`config.mk`:
```
export PLATFORM = sky130hd
export DESIGN_NAME = hazard_scoreboard_flat
export DESIGN_NICKNAME = d
export VERILOG_FILES = /design/src/rtl/hazard_scoreboard_if.sv /design/src/rtl/hazard_scoreboard.sv /design/src/flat_wrapper.sv
export SDC_FILE = /design/constraint.sdc
export NUM_CORES = 1
export LEC_CHECK = 0
export CAP_MARGIN = 0
export CORE_ASPECT_RATIO = 1.5
export CORE_MARGIN = 5
export CORE_UTILIZATION = 30
export CTS_CLUSTER_DIAMETER = 100
export DETAILED_ROUTE_END_ITERATION = 10
export PLACE_DENSITY = 0.48
export SETUP_SLACK_MARGIN = 0.4
export SLEW_MARGIN = 20
export SYNTH_ARGS = -nofsm -noshare
export SYNTH_HDL_FRONTEND = slang
export SYNTH_SLANG_ARGS = --single-unit
```
`constraint.sdc`:
```
create_clock -name clk -period 12.65 [get_ports clk]
set_input_delay 3.795 -clock clk [delete_from_list [all_inputs] [get_ports clk]]
set_output_delay 3.795 -clock clk [all_outputs]
set_load 0.005 [all_outputs]
```
`src/rtl/hazard_scoreboard_if.sv`:
```
// hazard_scoreboard_if: ID-stage request and stall-control bundle between the ID stage and the hazard scoreboard.
//   master: ID stage; drives the decoded instruction fields and flush, and receives the stall controls.
//   slave:  scoreboard; receives the decoded fields and drives stall, pc_write, ifid_write,
//           idex_bubble, stall_cause, mdu_busy and stall_cycles.
interface hazard_scoreboard_if #(
    parameter int REG_W  = 5,
    parameter int PERF_W = 32
);
    logic              id_valid;
    logic [REG_W-1:0]  id_rs;
    logic [REG_W-1:0]  id_rt;
    logic              id_use_rs;
    logic              id_use_rt;
    logic              id_is_branch;
    logic              id_writes;
    logic [REG_W-1:0]  id_dst;
    logic              id_is_load;
    logic              id_is_mdu;
    logic              id_uses_mdu;
    logic              flush;
    logic              stall;
    logic              pc_write;
    logic              ifid_write;
    logic              idex_bubble;
    logic [1:0]        stall_cause;
    logic              mdu_busy;
    logic [PERF_W-1:0] stall_cycles;

    modport master (
        output id_valid, id_rs, id_rt, id_use_rs, id_use_rt, id_is_branch,
               id_writes, id_dst, id_is_load, id_is_mdu, id_uses_mdu, flush,
        input  stall, pc_write, ifid_write, idex_bubble, stall_cause, mdu_busy, stall_cycles
    );

    modport slave (
        input  id_valid, id_rs, id_rt, id_use_rs, id_use_rt, id_is_branch,
               id_writes, id_dst, id_is_load, id_is_mdu, id_uses_mdu, flush,
        output stall, pc_write, ifid_write, idex_bubble, stall_cause, mdu_busy, stall_cycles
    );
endinterface

```
`src/rtl/hazard_scoreboard.sv`:
```
// hazard_scoreboard: counter-based data/MDU hazard unit beside ID; drives stall controls and a stall-cycle counter.
//   clk   : rising-edge clock
//   reset : asynchronous active-high reset; clears all counters
//   hs    : slave side of hazard_scoreboard_if (instruction fields in, stall controls out)
module hazard_scoreboard #(
    parameter int REG_W       = 5,
    parameter int ALU_EX_LAT  = 0,
    parameter int ALU_ID_LAT  = 2,
    parameter int LOAD_EX_LAT = 1,
    parameter int LOAD_ID_LAT = 2,
    parameter int MDU_LAT     = 4,
    parameter int CNT_W       = 3,
    parameter int PERF_W      = 32
) (
    input logic                clk,
    input logic                reset,
    hazard_scoreboard_if.slave hs
);
    localparam int NUM_REGS = 2 ** REG_W;

    // Entry 0 is never loaded (loads require a nonzero destination), so it stays 0.
    logic [CNT_W-1:0]  ex_cnt [NUM_REGS];
    logic [CNT_W-1:0]  id_cnt [NUM_REGS];
    logic [CNT_W-1:0]  mdu_cnt;
    logic [PERF_W-1:0] stall_cycles;
    logic [CNT_W-1:0]  cnt_rs, cnt_rt, ld_ex, ld_id;
    logic              hit_rs, hit_rt, data_hz, mdu_hz, stall, issue, wr;

    assign cnt_rs  = hs.id_is_branch ? id_cnt[hs.id_rs] : ex_cnt[hs.id_rs];
    assign cnt_rt  = hs.id_is_branch ? id_cnt[hs.id_rt] : ex_cnt[hs.id_rt];
    assign hit_rs  = hs.id_use_rs && hs.id_rs != '0 && cnt_rs != '0;
    assign hit_rt  = hs.id_use_rt && hs.id_rt != '0 && cnt_rt != '0;
    assign data_hz = hit_rs || hit_rt;
    assign mdu_hz  = hs.id_uses_mdu && mdu_cnt != '0;
    assign stall   = hs.id_valid && !hs.flush && (data_hz || mdu_hz);
    assign issue   = hs.id_valid && !hs.flush && !stall;
    assign wr      = issue && hs.id_writes && hs.id_dst != '0;

    // MDU class wins over load when both flags are set.
    assign ld_ex = hs.id_is_mdu ? CNT_W'(MDU_LAT) : hs.id_is_load ? CNT_W'(LOAD_EX_LAT) : CNT_W'(ALU_EX_LAT);
    assign ld_id = hs.id_is_mdu ? CNT_W'(MDU_LAT) : hs.id_is_load ? CNT_W'(LOAD_ID_LAT) : CNT_W'(ALU_ID_LAT);

    assign hs.stall        = stall;
    assign hs.pc_write     = ~stall;
    assign hs.ifid_write   = ~stall;
    assign hs.idex_bubble  = stall;
    assign hs.stall_cause  = !stall ? 2'd0 : data_hz ? (hs.id_is_branch ? 2'd2 : 2'd1) : 2'd3;
    assign hs.mdu_busy     = mdu_cnt != '0;
    assign hs.stall_cycles = stall_cycles;

    // A load on issue replaces the decremented value, including any older pending count.
    always_ff @(posedge clk or posedge reset) begin
        if (reset) begin
            for (int r = 0; r < NUM_REGS; r++) begin
                ex_cnt[r] <= '0;
                id_cnt[r] <= '0;
            end
            mdu_cnt      <= '0;
            stall_cycles <= '0;
        end else begin
            for (int r = 0; r < NUM_REGS; r++) begin
                ex_cnt[r] <= (wr && hs.id_dst == REG_W'(r)) ? ld_ex : ex_cnt[r] - CNT_W'(ex_cnt[r] != '0);
                id_cnt[r] <= (wr && hs.id_dst == REG_W'(r)) ? ld_id : id_cnt[r] - CNT_W'(id_cnt[r] != '0);
            end
            mdu_cnt      <= (issue && hs.id_is_mdu) ? CNT_W'(MDU_LAT) : mdu_cnt - CNT_W'(mdu_cnt != '0);
            stall_cycles <= stall_cycles + PERF_W'(stall && !(&stall_cycles));
        end
    end
endmodule

```
`src/flat_wrapper.sv`:
```
// flat-port wrapper written by rule: the top's interface ports become plain ports
module hazard_scoreboard_flat 
#(
    parameter int REG_W       = 5,
    parameter int ALU_EX_LAT  = 0,
    parameter int ALU_ID_LAT  = 2,
    parameter int LOAD_EX_LAT = 1,
    parameter int LOAD_ID_LAT = 2,
    parameter int MDU_LAT     = 4,
    parameter int CNT_W       = 3,
    parameter int PERF_W      = 32
)
  (clk, reset, hs_id_valid, hs_id_rs, hs_id_rt, hs_id_use_rs, hs_id_use_rt, hs_id_is_branch, hs_id_writes, hs_id_dst, hs_id_is_load, hs_id_is_mdu, hs_id_uses_mdu, hs_flush, hs_stall, hs_pc_write, hs_ifid_write, hs_idex_bubble, hs_stall_cause, hs_mdu_busy, hs_stall_cycles);
  hazard_scoreboard_if #(.REG_W(REG_W), .PERF_W(PERF_W)) hs_i ();
  input logic clk;
  input logic reset;
  input wire logic [$bits(hs_i.id_valid)-1:0] hs_id_valid;
  input wire logic [$bits(hs_i.id_rs)-1:0] hs_id_rs;
  input wire logic [$bits(hs_i.id_rt)-1:0] hs_id_rt;
  input wire logic [$bits(hs_i.id_use_rs)-1:0] hs_id_use_rs;
  input wire logic [$bits(hs_i.id_use_rt)-1:0] hs_id_use_rt;
  input wire logic [$bits(hs_i.id_is_branch)-1:0] hs_id_is_branch;
  input wire logic [$bits(hs_i.id_writes)-1:0] hs_id_writes;
  input wire logic [$bits(hs_i.id_dst)-1:0] hs_id_dst;
  input wire logic [$bits(hs_i.id_is_load)-1:0] hs_id_is_load;
  input wire logic [$bits(hs_i.id_is_mdu)-1:0] hs_id_is_mdu;
  input wire logic [$bits(hs_i.id_uses_mdu)-1:0] hs_id_uses_mdu;
  input wire logic [$bits(hs_i.flush)-1:0] hs_flush;
  output wire logic [$bits(hs_i.stall)-1:0] hs_stall;
  output wire logic [$bits(hs_i.pc_write)-1:0] hs_pc_write;
  output wire logic [$bits(hs_i.ifid_write)-1:0] hs_ifid_write;
  output wire logic [$bits(hs_i.idex_bubble)-1:0] hs_idex_bubble;
  output wire logic [$bits(hs_i.stall_cause)-1:0] hs_stall_cause;
  output wire logic [$bits(hs_i.mdu_busy)-1:0] hs_mdu_busy;
  output wire logic [$bits(hs_i.stall_cycles)-1:0] hs_stall_cycles;
  assign hs_i.id_valid = hs_id_valid;
  assign hs_i.id_rs = hs_id_rs;
  assign hs_i.id_rt = hs_id_rt;
  assign hs_i.id_use_rs = hs_id_use_rs;
  assign hs_i.id_use_rt = hs_id_use_rt;
  assign hs_i.id_is_branch = hs_id_is_branch;
  assign hs_i.id_writes = hs_id_writes;
  assign hs_i.id_dst = hs_id_dst;
  assign hs_i.id_is_load = hs_id_is_load;
  assign hs_i.id_is_mdu = hs_id_is_mdu;
  assign hs_i.id_uses_mdu = hs_id_uses_mdu;
  assign hs_i.flush = hs_flush;
  assign hs_stall = hs_i.stall;
  assign hs_pc_write = hs_i.pc_write;
  assign hs_ifid_write = hs_i.ifid_write;
  assign hs_idex_bubble = hs_i.idex_bubble;
  assign hs_stall_cause = hs_i.stall_cause;
  assign hs_mdu_busy = hs_i.mdu_busy;
  assign hs_stall_cycles = hs_i.stall_cycles;
  hazard_scoreboard #(.REG_W(REG_W), .ALU_EX_LAT(ALU_EX_LAT), .ALU_ID_LAT(ALU_ID_LAT), .LOAD_EX_LAT(LOAD_EX_LAT), .LOAD_ID_LAT(LOAD_ID_LAT), .MDU_LAT(MDU_LAT), .CNT_W(CNT_W), .PERF_W(PERF_W)) u_core (.clk(clk), .reset(reset), .hs(hs_i));
endmodule
```
==> results.cfg <==
[outcome]
outcome = finished clean

[yosys]
synth_edf_count = 0
synth_area_um2 = 14000
synth_warnings = 0
synthDominantCellAreaShare_pct = 40.7
synthArstFlopShare_pct = 100
synth_seq_cells = 227
seq_area_frac_synth_pct = 40.7
synth_cell_types = 71
synth_cells = 1292
syn_nets = 1450
ys.flop_type = dfrtp_1
yosys-top-cells-area = dfrtp_1, ha_1, mux4_2
syn_avg_cell_area_um2 = 10.8
synth.largest_area_cell = dfrtp_1

[power]
power_frac_seq_pct = 38.7
peakVddDrop_mv = 0.122
leakagePower_nw = 7.42
finalPower_mw = 3.64
pwr-share-clk_pct = 20.8
switching_share_pct = 37.4
pwr-share-comb_pct = 40.6
power.density_nw_per_um2 = 228
switching_power_mw = 1.36
p_int_mw = 2.28

[die]
ioPinCount = 65
die-area_um2 = 51100
core-area_um2 = 46400
die_height_um = 274
rows = 97
die_w_um = 186
initial_core_util_pct = 30.1

[timing]
hold_viol_final = 0
maxSlewViolCount = 0
fin_skew_ps = 18.7
finalCritPeriodShare_pct = 90.4
slew_headroom_pct = 31.5
worst_pin_slew_ps = 1020
tns_ps = 0
rsz0062_at_grt = no
fmax_mhz = 87.5
finalCriticalPeriod_ps = 11430
setup_viol = 0

[cts]
cts_buffer_depth = 3
hold_buffers = 0
clk_pin_slew_ps = 60
cts_setup_buffers = 0
cts_max_level = 1
clock_latency_ps = 540
cts_tree = built
clock_sinks = 227
cts-root-buf = clkbuf_16
post_cts_resized = 0
cts_buffers = 25

[worst_hold_path]
hp-start = u_core.hs.stall_cycles[17]
holdPathEnd = u_core.hs.stall_cycles[17]
min_path_cells = 1
hold_class = reg2reg

[grt]
grt_usage_pct = 15.8
grt_pass1_vias = 10557
grt_pass1_wl_um = 62500
grt_overflow = 0
grt_max_degree = 93
grt_antenna_before_repair = 2

[place]
dpl_cell_area_um2 = 15200
portBuffers = 64
place_congestion = 0.871
dp_hpwl_um = 29000

[job]
drv_cap = 0

[drt]
vias = 9816
drtIter0Drc = 459
via_per_inst = 5.03
drtAntennaViolNets = 0
remaining_drc_errors = 0
drtPass1Iterations = 6
wirelength_um = 39500
detail_route.wl_per_cell_um = 20.3

[setup_path]
timing_worst_setup_path_type = in2out
worst-path-max-fanout = 21
worst_setup_path_start_kind = primary input
worstPathRequired_ps = 8850
crit_arrival_ps = 7640
ff2ff_path_depth = 17
r2r_end = u_core.hs.stall_cycles[29]
worst_setup_path_end_kind = output pin
reg2reg_slack_ps = 7750
crit_chain = clkdlybuf4s50_1 -> inv_2 -> mux4_2 -> o21ai_1 -> o41ai_1 -> o31ai_1 -> a311oi_4 -> a21oi_1 -> inv_1 -> clkdlybuf4s50_1
slowest_stage = clkdlybuf4s50_1
crit_path_frequent_cell = clkdlybuf4s50_1
r2r_start = u_core.id_cnt[54]
cpPeakStageDelay_ps = 1110
startpoint = hs_id_rt[2]

[layout]
stdcell_area_um2 = 16000
layout.nets = 1496
layout_commonest_cell = dfrtp_1
drive_gt1_share_pct = 10.4
final_cell_mix = dfrtp_1, inv_1, ha_1
area_growth_pct = 14.5
antenna_cells = 0
## final cells by class
cell class	instances	area [µm²]
clock buffers	32	692
clock inverters	13	146
fillers	4707	30400
inverters	153	582
multi-input cells	850	7400
flip-flops and latches	227	5680
well taps	594	743
repair buffers	81	753
## registers in the layout, summed over array words and instances (netlist names)
name	cells
u_core.id_cnt	96
u_core.hs.stall_cycles	32
u_core.ex_cnt	96
u_core.mdu_cnt	3
## Yosys cell counts, types with 4 or more instances
library cell,n
a21oi_1,18
nor2b_1,21
and4_1,7
nand3_1,16
a211oi_1,11
and3_1,8
nor3_1,34
mux2i_1,68
mux2_1,52
o21ai_0,6
mux2_2,14
nor4_1,8
nand3_2,8
nand4_4,7
xor2_1,73
ha_1,132
and2_1,5
a2111oi_0,4
nand4_1,7
o31ai_1,4
clkbuf_1,22
inv_1,149
nand2_1,57
buf_2,32
xnor2_1,22
dfrtp_1,227
a31oi_1,20
a311o_1,6
nand2b_1,9
nor2_1,103
and4b_1,6
or4_1,4
or3_1,40
mux4_2,34
## stage by stage
step,setup slack (ps),cells,hold WS [ps],utilization (%)
finish,1220,1950,499,34.5
global route,1010,1950,516,34.5
CTS,1190,1950,502,34.5
detailed placement,1180,1905,483,32.7
global placement,1330,1905,489,32.7
floorplan,2370,1292,450,-
## metal layers
metal | GRT usage [%] | part of all wire [%]
met2 | 28.6 | 52
met5 | 0 | 0.053
met4 | 6.68 | 4.7
met3 | 2.00 | 3.9
met1 | 18.4 | 39
## worst max path at each step
stage | end | slack [ps] | depth (start not counted)
final | hs_pc_write | 1220 | 10
after global placement | hs_ifid_write | 1330 | 10
after detailed placement | hs_pc_write | 1180 | 10
after CTS | hs_pc_write | 1190 | 10
after global routing | hs_pc_write | 1010 | 10
after floorplan | hs_pc_write | 2370 | 13
## worst max-delay path, delay by kind of cell
family	cells	cell delay [ps]
AO/OA/AOI/OAI	5	1360
buffers and inverters	4	2030
multiplexers	1	420
## cells by family (layout without fill, tap and decap cells)
kind of cell    after synthesis  in the layout  synth area share [%]
compound gates              100            100                  5.30
flops                       227            227                  40.7
xor+xnor                     95             95                  5.96
simple gates                355            355                  14.2
mux                         168            168                  15.7
fa+ha+maj                   132            132                  11.8
buf+inv                     215            279                  6.42
## power by group through the flow
stage	combinational (mW)	sequential, mW	clock (mW)
global route	1.72	1.45	0.813
detailed placement	1.51	1.42	0
floorplan	1.16	1.28	0
finish	1.48	1.41	0.757
global placement	1.44	1.42	0
CTS	1.52	1.41	0.786
No activity file was read; power rests on OpenSTA's default activity.
